===== src/rtl/host_packet_read.sv =====
// Host packet reader: fetches a descriptor's buffer lines, forwards them downstream, then frees the bufid.
// Optional HOST_PKT_READ_CNT_EN adds ov_tx_pkt_cnt, a count of released packets.
module host_packet_read #(
  parameter int RD_LATENCY = 2
) (
  input  logic         i_clk,
  input  logic         i_rst,
  input  logic [22:0]  iv_descriptor,
  input  logic         i_descriptor_wr,
  output logic         o_descriptor_ready,
  output logic [15:0]  ov_pkt_raddr,
  output logic         o_pkt_rd,
  input  logic [133:0] iv_pkt_rdata,
  input  logic         i_fifo_alfull,
  output logic [133:0] ov_data,
  output logic         o_data_wr,
  output logic [8:0]   ov_bufid_release,
  output logic         o_bufid_release_wr,
  input  logic         i_bufid_release_ack,
  output logic         o_pkt_err
`ifdef HOST_PKT_READ_CNT_EN
  ,
  output logic [31:0]  ov_tx_pkt_cnt
`endif
);

  typedef enum logic [1:0] {
    S_IDLE    = 2'd0,
    S_READ    = 2'd1,
    S_DRAIN   = 2'd2,
    S_RELEASE = 2'd3
  } state_t;

  localparam logic [7:0] LINE_CAP = 8'd128;
  localparam logic [1:0] HDR_TAIL = 2'b10;

  function automatic logic is_tail(input logic [1:0] hdr);
    return (hdr == HDR_TAIL);
  endfunction

  state_t                r_state;
  logic [8:0]            r_bufid;
  logic [7:0]            r_line;
  logic [7:0]            r_ret_cnt;
  logic [RD_LATENCY-1:0] r_inflight;
  logic                  r_pkt_rd;
  logic [15:0]           r_pkt_raddr;
  logic [133:0]          r_data;
  logic                  r_data_wr;
  logic                  r_release_wr;
  logic                  r_ready;
  logic                  r_pkt_err;
`ifdef HOST_PKT_READ_CNT_EN
  logic [31:0]           r_tx_pkt_cnt;
`endif

  logic [RD_LATENCY-1:0] w_inflight_next;
  logic                  w_ret_vld;
  logic                  w_ret_tail;
  logic                  w_ret_last;
  logic                  w_cap_hit;
  logic                  w_stop;
  logic                  w_can_issue;
  logic                  w_pipe_empty;
  logic                  w_unused_meta;

  // Bit k of r_inflight marks a read issued k+1 cycles ago; the top bit qualifies iv_pkt_rdata.
  if (RD_LATENCY == 1) begin : g_pipe_one
    assign w_inflight_next = r_pkt_rd;
  end else begin : g_pipe_multi
    assign w_inflight_next = {r_inflight[RD_LATENCY-2:0], r_pkt_rd};
  end

  assign w_ret_vld     = r_inflight[RD_LATENCY-1];
  assign w_ret_tail    = is_tail(iv_pkt_rdata[133:132]);
  assign w_ret_last    = (r_ret_cnt == (LINE_CAP - 8'd1));
  assign w_cap_hit     = w_ret_vld && !w_ret_tail && w_ret_last;
  assign w_stop        = w_ret_vld && (w_ret_tail || w_ret_last);
  assign w_can_issue   = (r_line < LINE_CAP) && !i_fifo_alfull;
  assign w_pipe_empty  = (r_inflight == {RD_LATENCY{1'b0}}) && !r_pkt_rd;
  assign w_unused_meta = ^iv_descriptor[22:9];

  // Packet-read FSM; every output is registered here.
  always_ff @(posedge i_clk or posedge i_rst) begin
    if (i_rst) begin
      r_state      <= S_IDLE;
      r_bufid      <= 9'd0;
      r_line       <= 8'd0;
      r_ret_cnt    <= 8'd0;
      r_inflight   <= {RD_LATENCY{1'b0}};
      r_pkt_rd     <= 1'b0;
      r_pkt_raddr  <= 16'd0;
      r_data       <= 134'd0;
      r_data_wr    <= 1'b0;
      r_release_wr <= 1'b0;
      r_ready      <= 1'b0;
      r_pkt_err    <= 1'b0;
`ifdef HOST_PKT_READ_CNT_EN
      r_tx_pkt_cnt <= 32'd0;
`endif
    end else begin
      r_inflight <= w_inflight_next;
      r_pkt_rd   <= 1'b0;
      r_data_wr  <= 1'b0;
      r_pkt_err  <= 1'b0;
      case (r_state)
        S_IDLE: begin
          if (i_descriptor_wr && r_ready) begin
            // The first read goes out in the first READ cycle, hence issued from here.
            r_bufid     <= iv_descriptor[8:0];
            r_ret_cnt   <= 8'd0;
            r_ready     <= 1'b0;
            r_state     <= S_READ;
            r_pkt_raddr <= {iv_descriptor[8:0], 7'd0};
            if (i_fifo_alfull) begin
              r_line   <= 8'd0;
              r_pkt_rd <= 1'b0;
            end else begin
              r_line   <= 8'd1;
              r_pkt_rd <= 1'b1;
            end
          end else begin
            r_ready <= 1'b1;
          end
        end
        S_READ: begin
          if (w_ret_vld) begin
            r_data_wr <= 1'b1;
            r_ret_cnt <= r_ret_cnt + 8'd1;
            r_pkt_err <= w_cap_hit;
            if (w_cap_hit) begin
              r_data <= {HDR_TAIL, iv_pkt_rdata[131:0]};
            end else begin
              r_data <= iv_pkt_rdata;
            end
          end else begin
            r_data <= r_data;
          end
          if (w_stop) begin
            r_state <= S_DRAIN;
          end else if (w_can_issue) begin
            r_pkt_rd    <= 1'b1;
            r_pkt_raddr <= {r_bufid, r_line[6:0]};
            r_line      <= r_line + 8'd1;
          end else begin
            r_line <= r_line;
          end
        end
        S_DRAIN: begin
          // Returns still in flight behind the last forwarded line are dropped here.
          if (w_pipe_empty) begin
            r_release_wr <= 1'b1;
            r_state      <= S_RELEASE;
          end else begin
            r_state <= S_DRAIN;
          end
        end
        S_RELEASE: begin
          if (i_bufid_release_ack) begin
            r_release_wr <= 1'b0;
            r_ready      <= 1'b1;
            r_state      <= S_IDLE;
`ifdef HOST_PKT_READ_CNT_EN
            r_tx_pkt_cnt <= r_tx_pkt_cnt + 32'd1;
`endif
          end else begin
            r_release_wr <= 1'b1;
          end
        end
        default: begin
          r_state      <= S_IDLE;
          r_release_wr <= 1'b0;
          r_ready      <= 1'b0;
        end
      endcase
    end
  end

  assign o_descriptor_ready = r_ready;
  assign ov_pkt_raddr       = r_pkt_raddr;
  assign o_pkt_rd           = r_pkt_rd;
  assign ov_data            = r_data;
  assign o_data_wr          = r_data_wr;
  assign ov_bufid_release   = r_bufid;
  assign o_bufid_release_wr = r_release_wr;
  assign o_pkt_err          = r_pkt_err;
`ifdef HOST_PKT_READ_CNT_EN
  assign ov_tx_pkt_cnt      = r_tx_pkt_cnt;
`endif

endmodule


===== config.mk =====
export PLATFORM = sky130hd
export DESIGN_NAME = host_packet_read
export DESIGN_NICKNAME = d
export VERILOG_FILES = /design/src/rtl/host_packet_read.sv
export SDC_FILE = /design/constraint.sdc
export NUM_CORES = 1
export LEC_CHECK = 0
export BUFFER_PORTS_ARGS = -buffer_cell sky130_fd_sc_hd__buf_4
export CAP_MARGIN = 30
export CORE_AREA = 2 2 127 129
export CTS_BUF_LIST = sky130_fd_sc_hd__clkbuf_8
export DETAILED_ROUTE_END_ITERATION = 10
export DIE_AREA = 0 0 129 131
export PLACE_DENSITY_LB_ADDON = 0.05
export SYNTH_ARGS = -nofsm -noshare
export SYNTH_HDL_FRONTEND = slang
export SYNTH_SLANG_ARGS = --single-unit

===== constraint.sdc =====
create_clock -name i_clk -period 8.4 [get_ports i_clk]
set_input_delay 2.52 -clock i_clk [delete_from_list [all_inputs] [get_ports i_clk]]
set_output_delay 2.52 -clock i_clk [all_outputs]
set_load 0.01 [all_outputs]

### Yosys cells after proc, flatten, opt, wreduce, memory -nomap -nowiden

Cells that the tools add are included.

| operators by class | value |
|---|---|
| add/sub/neg operators | 2 |
| order comparisons | 1 |
| eq/ne operators | 12 |
| multiplexer cells | 33 |
| reductions and logical operators | 22 |

Operators by type and width:

| operator | number |
|---|---|
| two-way mux 134 bit | 1 |
| two-way mux 16 bit | 3 |
| two-way mux 8 bit | 5 |
| one-hot mux 16 bit (2 select lines) | 1 |
| one-hot mux 8 bit (2 select lines) | 2 |
| adder 8 x 1 -> 8 bit, second input constant | 2 |
| two-way mux 1 bit | 14 |
| != test 2 bit, second input constant | 7 |
| equality test 8 x 7 -> 1 bit, second input constant | 1 |
| less-than comparator 8 bit, second input constant | 1 |
| one-hot mux 2 bit (4 select lines) | 1 |
| AND reduction 2 bit | 4 |
| equality test 2 bit, second input constant | 3 |
| logical AND 1 bit | 6 |
| two-way mux 2 bit | 3 |
| one-hot mux 1 bit (2 select lines) | 3 |
| AND reduction 3 bit | 2 |
| nonzero test 2 bit | 3 |
| logical NOT 2 bit | 2 |
| AND reduction 4 bit | 1 |
| logical NOT 1 bit | 3 |
| equality test 2 x 1 -> 1 bit, second input constant | 1 |
| logical OR 1 bit | 1 |

| word-level totals | value |
|---|---|
| register bits after elaboration | 184 |
| input port bits | 162 |
| output and inout bits | 164 |
| word-level logic and storage cells | 82 |

### Logic depth before layout (Yosys ltp)

Gate-level depths: netlist of run 1.

| depth | value |
|---|---|
| depth in word-level cells | 6 |
| mapped depth | 9 |
| depth with buffers taken out | 6 |

### Worst setup path after synthesis of run 1

OpenSTA, ideal clock, no wires.

| timing | value |
|---|---|
| kind | input-to-reg |
| start point | input port i_descriptor_wr |
| end point | register r_ret_cnt[7] |
| setup time | 0.078 ns |
| arrival time | 3.652 ns |
| slack | 4.670 ns |
| cell stages on the path | 4 |
| path buffers | 0 |
| path through | a21boi_2 or3_4 or4_1 a21oi_1 |

| on the way | value |
|---|---|
| word-level cells in the longest chain between the ends | 3 |

Ends and longest elaborated chain:

| what | RTL line | source |
|---|---|---|
| from (decl) | 9 | `input logic i_descriptor_wr,` |
| logical AND 1 bit | 108 | `if (i_descriptor_wr && r_ready) begin` |
| != test 2 bit (no source line) | -- |  |
| AND reduction 3 bit (no source line) | -- |  |
| to (signal assigned) | 129 | `r_ret_cnt <= r_ret_cnt + 8'd1;` |
| to (decl) | 44 | `logic [7:0] r_ret_cnt;` |

No other way between the ends.
A chain may end at the register's enable or synchronous reset.

### Worst setup path in the final report of run 1

| timing | value |
|---|---|
| start point | input port i_descriptor_wr |
| end point | register r_line[7] |

| on the way | value |
|---|---|
| word-level cells in the longest chain between the ends | 3 |

Ends and longest elaborated chain:

| what | RTL line | source |
|---|---|---|
| logical AND 1 bit | 108 |  |
| != test 2 bit (no source line) | -- |  |
| AND reduction 4 bit (no source line) | -- |  |
| to (signal assigned) | 144 | `r_line <= r_line + 8'd1;` |
| to (signal assigned) | 146 | `r_line <= r_line;` |
| to (decl) | 43 | `logic [7:0] r_line;` |

No other way between the ends.

==> summary.md, run 1 <==
| Metric | Value |
|---|---|
| Status | completed |
| Top area cells in the synthesized netlist | dfrtp_1 (62%), mux2_2 (22%), nor3_1 (1.6%) |
| Post-route insts no fill | approximately 1,100 |
| Vias in the first global route | about 5,400 |
| Post-Syn Area | 7421 sq um |
| Grt ovf | 0 |
| Fmax | about 240 MHz |
| Syn Nets | 696 |
| Placement Rows | 46 |
| Worst-Skew Late Latency | 460 ps |
| Total number of vias | 5,437 |
| CTS buffer count | 17 |
| Post-route setup TNS | 0 ps |
| Peak VDD IR | 79.69 uV |
| PwrDens | 149.5 nW/um^2 |
| H-tree depth | 4 |
| Asr flop ratio synth | 1.000 |
| Area leader, netlist | dfrtp_1 |
| Final Max Slew Viols | 0 |
| Post-CTS Setup Inserts | 0 |
| Antenna Cells | 0 |
| Cell variety after synth | 48 |
| Worst Setup End Kind | flip-flop |
| Routed vias/inst | 5.115 |
| Critical path startpoint category | primary input |
| Most common cell in the netlist | dfrtp_1 |
| Req. time, crit path | between 8000 and 9000 ps |
| Post-DRT Antenna Nets | 0 |
| Pin count of the biggest net entering global routing | 96 |
| Post_cts resized | 0 |
| CTS tree | yes |
| Slew headroom | 0.4051 |
| Pleak | around 5.5 nW |
| Post-synth top cells | dfrtp_1 (184), mux2_2 (142), nor3_1 (24), nand2_1 (18), buf_2 (17) |
| Nets | 1,002 |
| Die area | roughly 17,000 sq um |
| Global-route wire length before repair | 27,870 microns |
| Worst path arrival time | 4510 ps |
| Num Clock Sinks | around 180 |
| Core Region | roughly 16,000 sq um |
| First-pass DRT Iterations | 4 |
| Initial DRC Count | 330 |
| Hold Fails Final Rpt | 0 |
| Avg WL per Cell | between 15 and 20 microns |
| Syn Area/Cell | 14.05 sq um |
| Root Driver | clkbuf_8 |
| Seq cells post-synth | 184 |
| Routability Congestion | 0.8291 |
| Part of the cycle the worst path needs | 0.4914 |
| Post-synth EDFFs | 0 |
| Area Growth Syn to Fin | 39.35% |
| Antenna violations before repair | 0 |
| Period minus WS final | 4128 ps |
| Seq/Total Area, Yosys | 0.6205 |
| Placed cells | between 1,000 and 1,500 |
| Die Height | 131 microns |
| Layout cells sized above 1 | 0.5821 |
| # port buffers | 311 |
| Worst hold path class | reg -> reg |
| Overall routing resource usage | 0.2124 |
| Number of remaining DRC errors | 0 |
| Ys Warns | 0 |
| Total Routed Length | 18,610 microns |
| Unrepaired setup endpoints after global routing | no |
| Setup Crit Path Kind | in -> reg |
| Ys flop type | dfrtp_1 |
| Share of the synthesized area in the top cell type | 0.6205 |
| Reg clk slew, reported paths | roughly 90 ps |
| Die W | 129 microns |
| Post-synthesis cell count | roughly 530 |
| I/O Pins | 326 |
| CTS Hold Bufs | 0 |
| Clk_skew | 14.26 ps |
| CP Max Fanout | 21 |
| Setup violators final | 0 |
| Post-DP HPWL | 13,650 microns |
| Max Buffers Root-to-Sink | 2 |
| Initial Util | 0.4758 |
| MaxCap Viol Count | 0 |
| Tightest Pin Transition | ~900 ps |
layout make-up:
type	count	area [sq um]
tap	216	270.3
inverter	8	37.54
clock inverter	13	130.1
multi-input combinational	308	2660
clock buffer	19	261.5
sequential	184	4604
fill	1227	5256
timing repair buffer	315	2377
power breakdown:
group,switching (mW),total [mW],internal (mW)
combinational,0.0272,0.0721,0.0449
sequential,0.0000000000582,0.885,0.885
clock,0.311,0.589,0.278
metal layers:
layer	vias to the layer above	wire length, microns	GRT usage	part of all wire
li1	2543	-	-	-
met1	2637	7578	0.2656	0.41
met2	226	9111	0.3473	0.49
met3	31	1428	0.06474	0.077
met4	0	493	0.08696	0.026
met5	-	0	0	0
placed cells by master (no fill, tap or decap), types with 5 or more instances in the layout:
cell        n
inv_1       6
nor3_1     24
ha_1        6
nor4_1     13
clkbuf_8   19
nor2_1     11
clkinv_2    5
nand2_1    18
a221o_1     8
dfrtp_1   184
a21oi_1     6
nand3_1    12
mux2_2    142
o22ai_1    11
buf_4     314
and3_1      8
final timing paths:
kind / startpoint / to / slack (ps) / cells after the start
worst max-delay path: i_descriptor_wr / r_line[7] / 4270 / 5
worst min-delay path: r_inflight[0] / r_inflight[1] / 390 / 0
worst max register to register: r_state[1] / ov_data[16] / 4980 / 6
worst min register to register: r_inflight[0] / r_inflight[1] / 390 / 0
max in group asynchronous: i_rst / ov_data[70] / 4740 / 4
min in group asynchronous: i_rst / ov_data[89] / 2220 / 2
through the flow:
step | total power, mW | setup WS [ps] | cell area, sq um | hold slack [ps] | util
after global routing | 1.609 | 4164 | 10340 | 396.2 | 0.6630
after floorplan | 0.9171 | 879.6 | 7421 | 354.8 | -
final | 1.546 | 4272 | 10340 | 388.0 | 0.6630
after CTS | 1.563 | 4269 | 10340 | 384.9 | 0.6630
after detailed placement | 0.9762 | 3788 | 9950 | 364.6 | 0.6379
after global placement | 0.9733 | 3804 | 9930 | 361.1 | 0.6366
state kept, by name, summed over array words and instances, names as in the netlist, 2 cells and up:
signal and count:
r_state 2, ov_pkt_raddr 16, ov_data 134, ov_bufid_release 9
r_line 8, r_inflight 2, r_ret_cnt 8
critical path, stage by stage:
cell and delay (ps):
buf_4 100, nand3_1 530, o21a_1 600, or4_1 610, a21oi_1 150
cell families after synthesis:
| logic type | Yosys count | share of synthesized area |
|---|---|---|
| flops | 184 | 0.6205 |
| mux | 145 | 0.2195 |
| simple gates | 105 | 0.07537 |
| compound gates | 49 | 0.04991 |
| buf+inv | 36 | 0.02107 |
| fa+ha+maj | 6 | 0.01012 |
| xor+xnor | 3 | 0.003541 |
(Power assumes the default switching activity.)
==> run 2: changes to the inputs <==
- CORE_AREA: 2 2 127 129 -> unset
- CORE_UTILIZATION: unset -> 44
- DIE_AREA: 0 0 129 131 -> unset
- clock period: 8.4 -> 3.55 ns (I/O delays scaled with it)
==> run 2 against run 1 <==
Combinational power rose by 140%. Register-to-register slack lost 4100 ps. Global-route usage grew 0.80 points. Critical path type is now reg -> reg. Largest power group unchanged.
==> summary.md, run 2 (same netlist as run 1, synthesis figures left out) <==
| Metric | Value |
|---|---|
| Status | completed |
| Worst path arrival time | 3050 ps |
| Vias in the first global route | 5,600 |
| First-pass DRT Iterations | 5 |
| CP cell instances | inv_1 -> ha_1 -> nand2_1 -> inv_4 -> buf_12 -> mux2_2 |
| Core Region | 16,520 sq um |
| Number of remaining DRC errors | 0 |
| Req. time, crit path | 3890 ps |
| Period minus WS final | 2707 ps |
| Final Max Slew Viols | 0 |
| Placement Rows | 47 |
| Most frequent cells in the layout | buf_4 (318), dfrtp_1 (184), mux2_2 (142) |
| Reg clk slew, reported paths | approximately 90 ps |
| Initial Util | 0.4491 |
| Most common cell after layout, fill and taps aside | buf_4 |
| Initial DRC Count | 326 |
| Pin count of the biggest net entering global routing | 149 |
| Nets | 1,008 |
| Setup violators final | 0 |
| Max reg flops | 134 |
| Worst Setup End Kind | flip-flop |
| Routed vias/inst | slightly above 5 |
| Crit path max-delay cell type | ha_1 |
| Area Growth Syn to Fin | 40.30% |
| Grt ovf | 0 |
| Total Routed Length | 18,840 microns |
| Num Clock Sinks | 184 |
| Post-CTS Setup Inserts | 0 |
| Pleak | 5.556 nW |
| Die area | 17,390 sq um |
| CTS Hold Bufs | 0 |
| Tightest Pin Transition | 961.1 ps |
| CP Max Fanout | 68 |
| Part of the cycle the worst path needs | 0.7627 |
| Fmax | roughly 370 MHz |
| H-tree depth | 4 |
| Worst-Skew Late Latency | ~460 ps |
| Clk_skew | roughly 14 ps |
| CTS tree | yes |
| Post-DRT Antenna Nets | 0 |
| Global-route wire length before repair | 29,800 microns |
| Worst hold path class | reg -> reg |
| Routability Congestion | 0.8382 |
| MaxCap Viol Count | 0 |
| Total number of vias | around 5,600 |
| Post-DP HPWL | 13,740 microns |
| Hold Fails Final Rpt | 0 |
| CTS buffer count | 17 |
| I/O Pins | 326 |
| Post-route setup TNS | 0 ps |
| Slew headroom | 0.3564 |
| Setup Crit Path Kind | reg -> reg |
| Antenna violations before repair | 0 |
| # port buffers | between 300 and 400 |
| Max Buffers Root-to-Sink | 2 |
| Antenna Cells | 0 |
| Post_cts resized | 0 |
| Overall routing resource usage | 0.2204 |
| Critical path startpoint category | flip-flop |
| Die W | 131.9 microns |
| Avg WL per Cell | 17.56 microns |
| Root Driver | clkbuf_8 |
| Peak VDD IR | approximately 220 uV |
| PwrDens | 350.8 nW/um^2 |
| Worst path max stage delay | 560 ps |
| Layout cells sized above 1 | 0.5862 |
| Die Height | 131.9 microns |
| Tot Pwr | 3.652 mW |
| Unrepaired setup endpoints after global routing | no |
[run 2: changes by cell type in the layout (fill, tap and decap cells not counted), sizes merged]
cell	previous run	this run
bufinv	2	1
buf	315	321
clkbuf	19	18
clkinvlp	2	4
clkinv	9	5
inv	8	12
[run 2: metal layers]
| metal | global-route usage | wire (microns) | share of wire |
|---|---|---|---|
| met3 | 0.06959 | 1544 | 0.082 |
| met1 | 0.2586 | 7281 | 0.39 |
| met5 | 0 | 0 | 0 |
| met2 | 0.3730 | 9555 | 0.51 |
| met4 | 0.09367 | 455 | 0.024 |
[run 2: worst paths after layout]
check	endpoint	depth (start not counted)	slack [ps]	startpoint
setup / recovery	ov_data[128]	6	840	r_state[1]
hold / removal	r_inflight[1]	0	380	r_inflight[0]
setup reg to reg	ov_data[128]	6	840	r_state[1]
hold reg to reg	r_inflight[1]	0	380	r_inflight[0]
max in group asynchronous	ov_data[79]	3	2130	i_rst
min in group asynchronous	ov_data[93]	3	770	i_rst
[run 2: critical path, delay by kind of cell, from the launching register on]
kind | cells | cell delay, ps
mux | 1 | 390
fa+ha+maj | 1 | 560
simple gates | 1 | 300
flops | 1 | 420
buf+inv | 3 | 880
[run 2: through the flow]
step / hold slack [ps] / cell area [sq um] / setup slack, ps / cells / utilization
2_1_floorplan: 354.8 / 7425 / 120.5 / 528 / -
3_3_place_gp: 360.7 / 10020 / 670.9 / 1041 / 0.6066
3_5_place_dp: 361.4 / 10020 / 590.6 / 1041 / 0.6066
4_1_cts: 382.9 / 10410 / 848.2 / 1073 / 0.6300
5_1_grt: 401.4 / 10410 / 651.2 / 1073 / 0.6300
6_report: 380.1 / 10410 / 842.5 / 1073 / 0.6300
[run 2: cell type report]
| class | count | area, sq um |
|---|---|---|
| clock buffer | 18 | 247.7 |
| fill | 1315 | 6113 |
| timing repair buffer | 321 | 2447 |
| multi-input combinational | 308 | 2660 |
| clock inverter | 14 | 140.1 |
| inverter | 8 | 36.28 |
| tap | 220 | 275.3 |
| sequential | 184 | 4604 |
[run 2: power breakdown]
| group | switching [mW] | internal [mW] |
|---|---|---|
| sequential | 0.000000000148 | 2.09 |
| combinational | 0.0642 | 0.106 |
| clock | 0.795 | 0.593 |
